==> config.mk <==
export PLATFORM = sky130hd
export DESIGN_NAME = traffic_ctrl_multi
export DESIGN_NICKNAME = d
export VERILOG_FILES = /design/src/rtl/traffic_ctrl_multi.sv
export SDC_FILE = /design/constraint.sdc
export NUM_CORES = 1
export LEC_CHECK = 0
export CAP_MARGIN = 20
export CORE_MARGIN = 2
export CORE_UTILIZATION = 45
export CTS_BUF_LIST = sky130_fd_sc_hd__clkbuf_4
export DETAILED_ROUTE_END_ITERATION = 6
export PLACE_DENSITY_LB_ADDON = 0.1
export SLEW_MARGIN = 10
export SYNTH_ARGS = -nofsm -noshare
export SYNTH_HDL_FRONTEND = slang
export SYNTH_SLANG_ARGS = --single-unit
==> constraint.sdc <==
create_clock -name clk -period 4.1 [get_ports clk]
set_clock_uncertainty 0.2 [all_clocks]
set_input_delay 1.025 -clock clk [delete_from_list [all_inputs] [get_ports clk]]
set_output_delay 1.025 -clock clk [all_outputs]
set_load 0.02 [all_outputs]
==> src/rtl/traffic_ctrl_multi.sv <==
// traffic_ctrl_multi
//   Round-robin traffic-light controller for NDIR approach directions.
//   One direction at a time owns the right of way and cycles through
//   GREEN -> YELLOW -> (ALL_RED) -> GREEN. Green ends only when another
//   direction is waiting and either the owner has gone quiet or the green
//   timeout has expired. Once green ends, the next owner is fixed.
//
// Ports
//   clk      in   rising-edge clock
//   rst      in   asynchronous active-high reset (dir 0 GREEN while held)
//   car      in   [NDIR-1:0] per-direction vehicle request, level sensitive
//   light    out  [3*NDIR-1:0] per-direction lamp, slice [3i+2:3i] one-hot:
//                 RED=100, YELLOW=010, GREEN=001 (registered)
//   cur_dir  out  [clog2(NDIR)-1:0] direction owning green/yellow (registered)
//   phase    out  [1:0] GREEN=00, YELLOW=01, ALL_RED=10 (registered)
module traffic_ctrl_multi #(
    parameter int NDIR       = 4,
    parameter int MIN_GREEN  = 2,
    parameter int MAX_GREEN  = 8,
    parameter int YELLOW_CYC = 1,
    parameter int ALLRED_CYC = 1
) (
    input  logic                    clk,
    input  logic                    rst,
    input  logic [NDIR-1:0]         car,
    output logic [3*NDIR-1:0]       light,
    output logic [$clog2(NDIR)-1:0] cur_dir,
    output logic [1:0]              phase
);

    localparam int DW = $clog2(NDIR);

    // Counter only has to reach the largest duration it is compared against.
    localparam int CNT_TOP_A = (MIN_GREEN > MAX_GREEN) ? MIN_GREEN : MAX_GREEN;
    localparam int CNT_TOP_B = (YELLOW_CYC > ALLRED_CYC) ? YELLOW_CYC : ALLRED_CYC;
    localparam int CNT_TOP   = (CNT_TOP_A > CNT_TOP_B) ? CNT_TOP_A : CNT_TOP_B;
    localparam int CW        = $clog2(CNT_TOP + 1);

    localparam logic [CW-1:0] CNT_SAT  = '1;
    localparam logic [CW-1:0] MIN_LAST = CW'(MIN_GREEN - 1);
    localparam logic [CW-1:0] MAX_LAST = CW'((MAX_GREEN > 0) ? MAX_GREEN - 1 : 0);
    localparam logic [CW-1:0] Y_LAST   = CW'(YELLOW_CYC - 1);
    localparam logic [CW-1:0] AR_LAST  = CW'((ALLRED_CYC > 0) ? ALLRED_CYC - 1 : 0);

    localparam logic [2:0] LAMP_RED    = 3'b100;
    localparam logic [2:0] LAMP_YELLOW = 3'b010;
    localparam logic [2:0] LAMP_GREEN  = 3'b001;

    typedef enum logic [1:0] {
        PH_GREEN   = 2'b00,
        PH_YELLOW  = 2'b01,
        PH_ALL_RED = 2'b10
    } phase_e;

    // Lamp vector for a given phase and owning direction.
    function automatic logic [3*NDIR-1:0] lamp(input phase_e ph, input logic [DW-1:0] dir);
        logic [3*NDIR-1:0] v;
        v = '0;
        for (int unsigned d = 0; d < NDIR; d++) begin
            if (ph != PH_ALL_RED && DW'(d) == dir) begin
                v[3*d +: 3] = (ph == PH_GREEN) ? LAMP_GREEN : LAMP_YELLOW;
            end else begin
                v[3*d +: 3] = LAMP_RED;
            end
        end
        return v;
    endfunction

    phase_e              state_q, state_d;
    logic [CW-1:0]       cnt_q, cnt_d;
    logic [DW-1:0]       cur_dir_q, cur_dir_d;
    logic [DW-1:0]       next_dir_q, next_dir_d;
    logic [3*NDIR-1:0]   light_q, light_d;

    logic [NDIR-1:0]     own_mask;
    logic                own_req;
    logic                other_req;
    logic [DW-1:0]       rr_pick;
    logic                rr_found;
    logic [DW-1:0]       rr_idx;

    // Request decode and round-robin search starting just after the owner.
    always_comb begin
        own_mask  = NDIR'(1) << cur_dir_q;
        own_req   = |(car & own_mask);
        other_req = |(car & ~own_mask);
        rr_pick   = cur_dir_q;
        rr_found  = 1'b0;
        rr_idx    = '0;
        for (int unsigned k = 1; k < NDIR; k++) begin
            rr_idx = DW'((32'(cur_dir_q) + k) % NDIR);
            if (!rr_found && car[rr_idx]) begin
                rr_pick  = rr_idx;
                rr_found = 1'b1;
            end
        end
    end

    // Next-state logic. cnt clears on every state entry and saturates.
    always_comb begin
        state_d    = state_q;
        cnt_d      = (cnt_q == CNT_SAT) ? cnt_q : cnt_q + 1'b1;
        cur_dir_d  = cur_dir_q;
        next_dir_d = next_dir_q;

        unique case (state_q)
            PH_GREEN: begin
                if (cnt_q >= MIN_LAST && other_req &&
                    (!own_req || (MAX_GREEN != 0 && cnt_q >= MAX_LAST))) begin
                    state_d    = PH_YELLOW;
                    cnt_d      = '0;
                    next_dir_d = rr_pick;
                end
            end
            PH_YELLOW: begin
                if (cnt_q >= Y_LAST) begin
                    cnt_d = '0;
                    if (ALLRED_CYC > 0) begin
                        state_d = PH_ALL_RED;
                    end else begin
                        state_d   = PH_GREEN;
                        cur_dir_d = next_dir_q;
                    end
                end
            end
            PH_ALL_RED: begin
                if (cnt_q >= AR_LAST) begin
                    state_d   = PH_GREEN;
                    cnt_d     = '0;
                    cur_dir_d = next_dir_q;
                end
            end
            default: begin
                state_d = PH_GREEN;
                cnt_d   = '0;
            end
        endcase

        // Lamps are registered from the next state so they always match
        // phase/cur_dir in the same cycle.
        light_d = lamp(state_d, cur_dir_d);
    end

    always_ff @(posedge clk or posedge rst) begin
        if (rst) begin
            state_q    <= PH_GREEN;
            cnt_q      <= '0;
            cur_dir_q  <= '0;
            next_dir_q <= '0;
            light_q    <= lamp(PH_GREEN, '0);
        end else begin
            state_q    <= state_d;
            cnt_q      <= cnt_d;
            cur_dir_q  <= cur_dir_d;
            next_dir_q <= next_dir_d;
            light_q    <= light_d;
        end
    end

    assign light   = light_q;
    assign cur_dir = cur_dir_q;
    assign phase   = state_q;

endmodule

Yosys cells after proc, flatten, opt, wreduce, memory -nomap -nowiden
Cells that the tools add are included.
Cells by class
  eq/ne operators: 7
  reduce and logical (&&, ||, !) cells: 19
  bitwise gates (word level): 3
  order comparisons: 6
  mux-type cells: 26
  add/subtract/negate cells: 4
  shift operators: 1
Operator list (number)
  two-way mux 2 bit: 9
  two-way mux 3 bit: 4
  two-way mux 4 bit: 3
  < comparator 2 x 3 -> 1 bit, second input constant: 3
  bitwise AND 4 bit: 2
  >= comparator 4 x 1 -> 1 bit, second input constant: 2
  logical AND 1 bit: 8
  case mux 4 bit (2 select lines): 1
  OR reduction 4 bit: 2
  binary-select mux 1 bit (select 2 bit): 3
  logical NOT 2 bit: 3
  case mux 2 bit (3 select lines): 1
  two-way mux 1 bit: 5
  adder 2 bit, second input constant: 2
  adder 4 x 1 -> 4 bit, second input constant: 1
  == test 2 bit, first input constant: 2
  == test 4 bit, second input constant: 1
  >= comparator 4 x 3 -> 1 bit, second input constant: 1
  inverter 4 bit: 1
  << shifter 1 x 2 -> 4 bit, first input constant: 1
  logical NOT 1 bit: 3
  adder 2 x 1 -> 2 bit, second input constant: 1
  == test 1 x 2 -> 1 bit, first input constant: 1
  == test 2 x 1 -> 1 bit, second input constant: 1
  other kinds (5): 5
Storage, ports and cells
  register bits after elaboration: 22
  bits of input ports: 6
  output and inout port bits: 16
  word-level logic and storage cells: 71

Logic depth before layout (Yosys ltp)
Gate-level depths: netlist (run 1).
  depth after elaboration: 11
  depth in mapped cells: 10
  mapped depth without buffers: 8

Least setup slack after synthesis (run 1)
No wires, ideal clock.
  path type: input-to-reg
  start point: in car[1]
  end point: reg next_dir_q[0]
  path slack: 1403 ps
  stages: 7
  data arrival time: 2372 ps
  path buffers: 1
  setup time: 125 ps
  required time: 3775 ps
  cells stage by stage: a22o_1 > o21ai_1 > a21oi_1 > or4_1 > buf_6 > clkinv_8 > mux2_4
On the way
  cells in the longest elaborated chain, start to end: 9
  elaborated cells on any way between the ends: 24
  those cells by class: mux (11); bitwise (2); reduce/logical (11)
Ends and longest elaborated chain
  start, declared: RTL line 25  | input logic [NDIR-1:0] car,
  binary-select mux 1 bit (select 2 bit): RTL line 92  | if (!rr_found && car[rr_idx]) begin
  two-way mux 1 bit (implied by the code): RTL line 92
  two-way mux 1 bit: RTL line 92
  logical NOT 1 bit: RTL line 92
  logical AND 1 bit: RTL line 92
  two-way mux 1 bit: RTL line 92
  logical NOT 1 bit: RTL line 92
  logical AND 1 bit: RTL line 92
  two-way mux 2 bit: RTL line 92
  end signal, assigned: RTL line 155  | next_dir_q <= next_dir_d;
  end, declared: RTL line 72  | logic [DW-1:0] next_dir_q, next_dir_d;
Parallel ways exist; a longest one is shown, timed or not. The select of a mux whose other input is x is not followed.
A chain may end at the register's enable or synchronous reset.

Worst setup path in the final report (run 1)
  start point: in car[0]
  end point: reg next_dir_q[0]
The elaborated chain is that of the path after synthesis.

==> results of run 1 <==
-- synth_stat cells --
master,instances
buf_6,2
o21ai_0,2
mux2_2,1
mux2_4,1
dfrtp_1,18
ha_1,7
mux2i_1,5
o311ai_2,1
or2_2,1
nor2_1,17
dfstp_2,4
nand2_1,7
a21oi_1,2
xnor2_1,2
clkinv_8,1
nand3_1,2
or3b_1,1
or2b_1,1
o22ai_1,2
or3_2,1
inv_1,11
o31ai_1,1
nor3_1,2
a31oi_1,1
or4_1,1
a22o_1,4
o21ai_1,1
nor2b_1,2
a211oi_1,1
nor3b_1,1
a221oi_1,1
a2bb2oi_1,1
-- stage by stage --
stage               hold slack [ns]  instance area (sq um)  setup slack (ns)  power (W)  utilization (%)
floorplan                    0.2717                   1112             1.403  0.0008045                -
global placement             0.2951                   1338            0.7749  0.0009616            55.50
detailed placement           0.3131                   1338            0.7099  0.0009703            55.50
CTS                          0.3332                   1368             1.039   0.001073            56.75
global route                 0.3807                   1368            0.9319   0.001160            56.75
finish                       0.3254                   1368             1.033   0.001062            56.75
-- metal layers --
metal  track usage (%)  wire (um)  vias up
met4             2.564         12        0
met1             20.36        901      376
li1                  -          -      399
met2             25.61        892       10
met3             3.333         56        2
met5                 0          0        -
-- logic make-up after synthesis --
| family | share of synthesized area [%] |
|---|---|
| AOI/OAI and AO/OA | 11.47 |
| and+or+nand+nor | 15.07 |
| xor gates and xnor gates | 1.575 |
| DFF | 49.94 |
| adders and majority gates | 7.874 |
| buffers and inverters | 7.199 |
| muxes | 6.861 |
-- cell usage in the layout, fill, tap and decap left out --
cell type | netlist | routed
a2bb2oi_1 | 1 | 1
inv_1 | 11 | 11
mux2_4 | 1 | 1
nand3_1 | 2 | 2
mux2i_1 | 5 | 5
a31oi_1 | 1 | 1
a22o_1 | 4 | 4
nor2b_1 | 2 | 2
or2b_1 | 1 | 1
o31ai_1 | 1 | 1
dfstp_2 | 4 | 4
ha_1 | 7 | 7
mux2_2 | 1 | 1
a21oi_1 | 2 | 2
o21ai_0 | 2 | 2
clkbuf_4 | 0 | 4
nor3_1 | 2 | 2
a221oi_1 | 1 | 1
or3b_1 | 1 | 1
or3_2 | 1 | 1
dfrtp_1 | 18 | 18
a211oi_1 | 1 | 1
o311ai_2 | 1 | 1
clkinv_8 | 1 | 1
or2_2 | 1 | 1
o22ai_1 | 2 | 2
clkdlybuf4s50_1 | 0 | 21
o21ai_1 | 1 | 1
or4_1 | 1 | 1
nand2_1 | 7 | 7
nor2_1 | 17 | 17
xnor2_1 | 2 | 2
nor3b_1 | 1 | 1
-- registers in the layout, indices dropped and copies added, names as in the netlist --
name        cells
cnt_q           4
light          12
cur_dir         2
next_dir_q      2
phase           2
-- worst max-delay path by stage --
stage / end
final: next_dir_q[0]
after global routing: next_dir_q[0]
after CTS: next_dir_q[0]
after detailed placement: next_dir_q[0]
after global placement: next_dir_q[0]
after floorplan: next_dir_q[0]
-- final cells by class --
class / instances / area [sq um] / share of cell area [%]
inverters: 12 / 57.56 / 4.209
clock buffers: 4 / 30.03 / 2.196
multi-input cells: 69 / 476.7 / 34.86
well taps: 30 / 37.54 / 2.745
repair buffers: 21 / 210.2 / 15.37
flip-flops and latches: 22 / 555.5 / 40.62
-- power by group through the flow --
stage	sequential (W)	clock [W]	combinational, W
2_1_floorplan	0.000432	0	0.000372
3_3_place_gp	0.000372	0	0.000589
3_5_place_dp	0.000376	0	0.000594
4_1_cts	0.000372	0.000104	0.000597
5_1_grt	0.000385	0.000115	0.000660
6_report	0.000372	0.0000993	0.000591
-- worst register-to-register path, stage by stage (launching register included) --
cell	delay (ns)
dfrtp_1	0.56
inv_1	0.18
ha_1	0.25
a22o_1	0.21
o21ai_1	0.12
a21oi_1	0.08
or4_1	0.66
clkinv_8	0.13
mux2_4	0.30
==> impl_metrics.env, run 1 <==
export IMPL_fmax_ghz=0.3261
export IMPL_initial_core_util_pct=46.16
export IMPL_pwr_share_comb_pct=55.7
export IMPL_vias_per_cell=4.981
export IMPL_power_frac_seq_pct=35.0
export IMPL_relSlewSlack_pct=49.78
export IMPL_r2r_start="cur_dir[0]"
export IMPL_post_route_period_util_pct=74.79
export IMPL_cp_arrival_ns=3.06
export IMPL_path_cells="clkdlybuf4s50_1 > a22o_1 > o21ai_1 > a21oi_1 > or4_1 > clkinv_8 > mux2_4"
export IMPL_powerDensity_nw_per_um2=776.7
export IMPL_core_sq_um=2410
export IMPL_drt_wl_total_um=1863
export IMPL_tightest_slew_ns=0.7524
export IMPL_rsz0062_at_grt="no"
export IMPL_crit_path_top_delay_cell="or4_1"
export IMPL_cts_tree="built"
export IMPL_place_inst=154
export IMPL_max_stage_delay_ns=0.66
export IMPL_area_delta_synth_final_pct=22.95
export IMPL_min_from="next_dir_q[1]"
export IMPL_netlist_area_sq_um=1112
export IMPL_cp_end_kind="flip-flop"
export IMPL_status="complete, no violations"
export IMPL_hpwl_um=1512
export IMPL_grt_pass1_vias=737
export IMPL_drive_gt1_share_pct=10.94
export IMPL_grt_usage_pct=15.23
export IMPL_p_sw_w=0.0004362
export IMPL_seq_area_frac_synth_pct=49.94
export IMPL_cp_start_kind="input pin"
export IMPL_path_clk_slew_ns=0.11
export IMPL_syn_num_nets=118
export IMPL_worstPathRequired_ns=4.09
export IMPL_fin_cells=158
export IMPL_startpoint="car[0]"
export IMPL_maxCapViolCount=0
export IMPL_drtPass1Iterations=4
export IMPL_rows=18
export IMPL_clock_sinks=22
export IMPL_htree_levels=1
export IMPL_overflow=0
export IMPL_setup_viol=0
export IMPL_synth_area_leaders="dfrtp_1 (40%), dfstp_2 (9.4%), ha_1 (7.9%), nor2_1 (5.7%), mux2i_1 (4.5%)"
export IMPL_ant_nets=0
export IMPL_pin_count=22
export IMPL_clock_latency_ns=0.29
export IMPL_clkPwrFrac_pct=9.3
export IMPL_drc=0
export IMPL_cts_root_buffer="clkbuf_4"
export IMPL_nets=142
export IMPL_synth_top_area_cell="dfrtp_1"
export IMPL_r2r_end="next_dir_q[0]"
export IMPL_die_area_sq_um=2885
export IMPL_min_path_cells=2
export IMPL_cts_buffers=3
export IMPL_syn_avg_cell_area_sq_um=10.59
export IMPL_min_to="cur_dir[1]"
export IMPL_p_leak_nw=0.6337
export IMPL_grt_start_max_net_pins=23
export IMPL_ys_seq_elements=22
export IMPL_finalMaxSlewViolations=0
export IMPL_holdBufCountCts=0
export IMPL_gp_congestion=0.8392
export IMPL_rr_worst_depth=8
export IMPL_synth_cells=105
export IMPL_grt_pass1_wl_um=3236
export IMPL_cts_resized=0
export IMPL_synth_distinct_cells=32
export IMPL_r2r_setup_slack_ns=1.32
export IMPL_vdd_ir_drop_worst_v=0.0004860
export IMPL_netlist_area_leader_share_pct=40.49
export IMPL_via_count=787
export IMPL_die_x_um=53.72
export IMPL_tns_ns=0
export IMPL_fillerInstances=222
export IMPL_min_period_ns=3.067
export IMPL_die_h_um=53.72
export IMPL_hold_class="reg2reg"
export IMPL_post_cts_buffers=0
export IMPL_p_sw_share_pct=41.07
export IMPL_drt_iter0_markers=10
export IMPL_path_depth=7
export IMPL_antenna_found_initial=0
export IMPL_antenna_cells=0
export IMPL_routedWlPerCell_um=11.79
export IMPL_crit_family="simple AND/OR/NAND/NOR gates"
export IMPL_internal_power_w=0.0006260
export IMPL_synth_warnings=0
export IMPL_port_buffers=21
export IMPL_crit_fanout=7
export IMPL_cts_buffer_depth=2
export IMPL_hold_viol=0
export IMPL_cp_num_buf_inv=2
export IMPL_criticalPathCategory="in2reg"
Power figures use the tool's default switching activity.
==> inputs of run 2 (changes only) <==
==> constraint.sdc (replaced) <==
create_clock -name clk -period 3.1 [get_ports clk]
set_clock_uncertainty 0.2 [all_clocks]
set_input_delay 0.775 -clock clk [delete_from_list [all_inputs] [get_ports clk]]
set_output_delay 0.775 -clock clk [all_outputs]
set_load 0.02 [all_outputs]
==> impl_metrics.env, run 2 (synthesized netlist as in run 1, its figures left out) <==
export IMPL_nets=147
export IMPL_die_area_sq_um=2885
export IMPL_cts_root_buffer="clkbuf_4"
export IMPL_largest_reg_flops=12
export IMPL_cp_start_kind="flip-flop"
export IMPL_drt_wl_total_um=1982
export IMPL_area_delta_synth_final_pct=25.98
export IMPL_clkPwrFrac_pct=8.9
export IMPL_antenna_found_initial=0
export IMPL_pin_count=22
export IMPL_initial_core_util_pct=46.16
export IMPL_r2r_start="cur_dir[0]"
export IMPL_min_to="cur_dir[1]"
export IMPL_cts_resized=0
export IMPL_post_route_period_util_pct=87.43
export IMPL_final_common_cell="clkdlybuf4s50_1"
export IMPL_clock_latency_ns=0.30
export IMPL_power_frac_seq_pct=34.6
export IMPL_vdd_ir_drop_worst_v=0.0006071
export IMPL_finalMaxSlewViolations=0
export IMPL_post_cts_buffers=0
export IMPL_tns_ns=0
export IMPL_cts_tree="built"
export IMPL_antenna_cells=0
export IMPL_hold_class="reg2reg"
export IMPL_status="complete, no violations"
export IMPL_min_from="next_dir_q[1]"
export IMPL_fin_cells=163
export IMPL_overflow=0
export IMPL_crit_fanout=9
export IMPL_grt_start_max_net_pins=23
export IMPL_path_clk_slew_ns=0.12
export IMPL_fmax_ghz=0.3689
export IMPL_p_sw_w=0.0005909
export IMPL_multi_input_area_sq_um=476.7
export IMPL_tightest_slew_ns=0.7673
export IMPL_hpwl_um=1571
export IMPL_p_leak_nw=0.6543
export IMPL_cp_end_kind="flip-flop"
export IMPL_drc=0
export IMPL_rr_worst_depth=8
export IMPL_core_sq_um=2410
export IMPL_via_count=802
export IMPL_die_h_um=53.72
export IMPL_worstPathRequired_ns=3.09
export IMPL_pwr_share_comb_pct=56.5
export IMPL_min_period_ns=2.710
export IMPL_drive_gt1_share_pct=13.53
export IMPL_relSlewSlack_pct=48.79
export IMPL_final_cell_mix="clkdlybuf4s50_1 (21), dfrtp_1 (18), nor2_1 (17), inv_1 (11)"
export IMPL_grt_usage_pct=16.42
export IMPL_min_path_cells=2
export IMPL_r2r_setup_slack_ns=0.39
export IMPL_grt_pass1_wl_um=3443
export IMPL_maxCapViolCount=0
export IMPL_place_inst=159
export IMPL_routedWlPerCell_um=12.16
export IMPL_holdBufCountCts=0
export IMPL_cts_buffer_depth=2
export IMPL_port_buffers=21
export IMPL_seq_area_sq_um=555.5
export IMPL_p_sw_share_pct=41.55
export IMPL_rows=18
export IMPL_die_x_um=53.72
export IMPL_htree_levels=1
export IMPL_rsz0062_at_grt="no"
export IMPL_clock_sinks=22
export IMPL_r2r_end="next_dir_q[0]"
export IMPL_powerDensity_nw_per_um2=1015
export IMPL_gp_congestion=0.7859
export IMPL_hold_viol=0
export IMPL_drtPass1Iterations=4
export IMPL_cts_buffers=3
export IMPL_drt_iter0_markers=5
export IMPL_fillerInstances=215
export IMPL_grt_pass1_vias=762
export IMPL_internal_power_w=0.0008314
export IMPL_cp_arrival_ns=2.70
export IMPL_ant_nets=0
export IMPL_criticalPathCategory="reg2reg"
export IMPL_setup_viol=0
export IMPL_vias_per_cell=4.920
[run 2: cell types whose count changed in the layout (fill, tap and decap cells not counted)]
| cell | before | now |
|---|---|---|
| buf_4 | 0 | 5 |
| clkinv_1 | 0 | 1 |
| clkbuf_4 | 4 | 3 |
[run 2: per-layer routing]
layer	track usage, %	part of all wire, %	up-vias
li1	-	-	415
met1	23.54	49	369
met2	24.59	46	16
met3	3.611	4.3	2
met4	5.128	0.61	0
met5	0	0	-
[run 2: layout make-up]
| type | count | area share, % |
|---|---|---|
| Timing Repair Buffer | 26 | 17.68 |
| Inverter | 12 | 4.107 |
| Clock inverter | 1 | 0.2679 |
| Clock buffer | 3 | 1.607 |
| Tap cell | 30 | 2.679 |
| Sequential cell | 22 | 39.64 |
| Multi-Input combinational cell | 69 | 34.02 |
[run 2: worst max path at each step]
stage	from	slack, ns	endpoint
after floorplan	cur_dir[0]	0.51	next_dir_q[0]
after global placement	car[1]	0.14	next_dir_q[0]
after detailed placement	car[1]	0.11	next_dir_q[0]
after CTS	cur_dir[0]	0.37	next_dir_q[0]
after global routing	cur_dir[0]	0.24	next_dir_q[0]
final	cur_dir[0]	0.39	next_dir_q[0]
[run 2: power groups by stage]
stage,clock [W],sequential (W),combinational (W)
2_1_floorplan,0,0.000572,0.000492
3_3_place_gp,0,0.000495,0.000803
3_5_place_dp,0,0.000498,0.000813
4_1_cts,0.000133,0.000494,0.000816
5_1_grt,0.000145,0.000510,0.000902
6_report,0.000127,0.000492,0.000804
[run 2: per-stage QoR]
step	setup WS (ns)	area [sq um]	hold WS, ns	total power [W]	util (%)
after global placement	0.1406	1375	0.3064	0.001298	57.06
after CTS	0.3655	1401	0.3377	0.001443	58.15
after floorplan	0.5077	1112	0.2717	0.001064	-
after detailed placement	0.1143	1375	0.2962	0.001311	57.06
final	0.3896	1401	0.3309	0.001422	58.15
after global routing	0.2414	1401	0.3531	0.001556	58.15
[run 2: critical path: stages, from the launching register on]
cell      delay, ns
dfrtp_1        0.55
inv_1          0.19
ha_1           0.27
a22o_1         0.20
o21ai_1        0.11
a21oi_1        0.08
or4_1          0.60
clkinv_8       0.11
mux2_4         0.29
==> inputs of run 3 (changes only) <==
--- a/config.mk
+++ b/config.mk
@@ -6,11 +6,12 @@
 export NUM_CORES = 1
 export LEC_CHECK = 0
 export CAP_MARGIN = 20
-export CORE_MARGIN = 2
+export CORE_MARGIN = 4
 export CORE_UTILIZATION = 45
 export CTS_BUF_LIST = sky130_fd_sc_hd__clkbuf_4
 export DETAILED_ROUTE_END_ITERATION = 6
 export PLACE_DENSITY_LB_ADDON = 0.1
+export RECOVER_POWER = 100
 export SLEW_MARGIN = 10
 export SYNTH_ARGS = -nofsm -noshare
 export SYNTH_HDL_FRONTEND = slang
==> impl_metrics.env, run 3 (synthesized netlist as in run 1, its figures left out) <==
export IMPL_status="complete, no violations"
export IMPL_criticalPathCategory="reg2reg"
export IMPL_maxCapViolCount=0
export IMPL_via_count=811
export IMPL_fin_cells=161
export IMPL_grt_busiest_layer="met2"
export IMPL_min_period_ns=2.810
export IMPL_powerDensity_nw_per_um2=1030
export IMPL_hpwl_um=1626
export IMPL_path_clk_slew_ns=0.12
export IMPL_rows=17
export IMPL_grt_pass1_vias=800
export IMPL_drtPass1Iterations=4
export IMPL_grt_pass1_wl_um=3422
export IMPL_vias_per_cell=5.037
export IMPL_fmax_ghz=0.3559
export IMPL_tns_ns=0
export IMPL_ant_nets=0
export IMPL_crit_fanout=9
export IMPL_post_route_period_util_pct=90.63
export IMPL_largest_reg_flops=12
export IMPL_drt_iter0_markers=16
export IMPL_cp_start_kind="flip-flop"
export IMPL_setup_viol=0
export IMPL_drc=0
export IMPL_die_x_um=57.72
export IMPL_max_stage_delay_ns=0.61
export IMPL_vdd_ir_drop_worst_v=0.0006879
export IMPL_port_buffers=21
export IMPL_pin_count=22
export IMPL_core_sq_um=2276
export IMPL_cp_num_buf_inv=2
export IMPL_clock_sinks=22
export IMPL_place_inst=157
export IMPL_grt_usage_pct=13.14
export IMPL_hold_viol=0
export IMPL_htree_levels=1
export IMPL_cts_tree="built"
export IMPL_final_common_cell="dfrtp_1"
export IMPL_antenna_found_initial=0
export IMPL_cts_buffer_depth=2
export IMPL_holdBufCountCts=0
export IMPL_cts_resized=0
export IMPL_rsz0062_at_grt="no"
export IMPL_crit_family="simple AND/OR/NAND/NOR gates"
export IMPL_antenna_cells=0
export IMPL_cp_end_kind="flip-flop"
export IMPL_clock_latency_ns=0.31
export IMPL_drive_gt1_share_pct=12.78
export IMPL_p_leak_nw=0.6839
export IMPL_cp_arrival_ns=2.81
export IMPL_routedWlPerCell_um=12.58
export IMPL_relSlewSlack_pct=49.23
export IMPL_hold_class="reg2reg"
export IMPL_met1_usage_pct=16.85
export IMPL_nets=147
export IMPL_drt_wl_total_um=2026
export IMPL_area_delta_synth_final_pct=27.45
export IMPL_die_h_um=57.72
export IMPL_power_w=0.001460
export IMPL_initial_core_util_pct=48.87
export IMPL_worstPathRequired_ns=3.10
export IMPL_crit_path_top_delay_cell="or4_1"
export IMPL_cts_root_buffer="clkbuf_4"
export IMPL_met2_usage_pct=21.77
export IMPL_tightest_slew_ns=0.7608
export IMPL_grt_start_max_net_pins=23
export IMPL_grt_util_met3_pct=4.009
export IMPL_overflow=0
export IMPL_cts_buffers=3
export IMPL_final_cell_mix="dfrtp_1 (18), nor2_1 (17), dlygate4sd3_1 (17), inv_1 (11)"
export IMPL_post_cts_buffers=0
export IMPL_final_util_pct=62.29
export IMPL_path_cells="inv_1 > ha_1 > a22o_1 > o21ai_0 > a21oi_1 > or4_1 > clkinv_8 > mux2_1"
export IMPL_finalMaxSlewViolations=0
export IMPL_gp_congestion=0.8576
export IMPL_die_area_sq_um=3331
[run 3: final cells by class]
class | count | area [sq um]
clock buffers | 3 | 22.52
clock inverters | 1 | 30.03
fillers | 194 | 858.3
inverters | 12 | 57.56
multi-input cells | 69 | 473.0
flip-flops and latches | 22 | 555.5
well taps | 28 | 35.03
repair buffers | 26 | 244.0
[run 3: path summary, 6_finish.rpt]
kind / cells past startpoint / slack, ns / from / endpoint
max: 8 / 0.29 / cur_dir[0] / next_dir_q[0]
min: 1 / 0.33 / next_dir_q[0] / next_dir_q[0]
max reg2reg: 8 / 0.29 / cur_dir[0] / next_dir_q[0]
min reg2reg: 1 / 0.33 / next_dir_q[0] / next_dir_q[0]
max in group asynchronous: 2 / 1.40 / rst / cur_dir[1]
min in group asynchronous: 2 / 0.83 / rst / cnt_q[0]
[run 3: stage by stage]
step / setup WS (ns) / area (sq um) / hold WS [ns]
final: 0.2905 / 1418 / 0.3302
after global routing: 0.1103 / 1418 / 0.3435
after CTS: 0.3327 / 1425 / 0.3401
after detailed placement: 0.1009 / 1373 / 0.3010
after global placement: 0.1416 / 1373 / 0.3052
after floorplan: 0.5077 / 1112 / 0.2717
[run 3: power by group]
group	switching [W]	total (W)	leakage (nW)	internal (W)
Combinational	0.000423	0.000754	0.381	0.000331
Sequential	0.0000836	0.000489	0.275	0.000406
Clock	0.0000857	0.000216	0.0279	0.000131
Total	0.000592	0.00146	0.684	0.000868
[run 3: layer usage]
layer / wire length [um] / part of all wire (%)
met1: 940 / 46
met2: 960 / 47
met3: 108 / 5.3
met4: 17 / 0.84
met5: 0 / 0
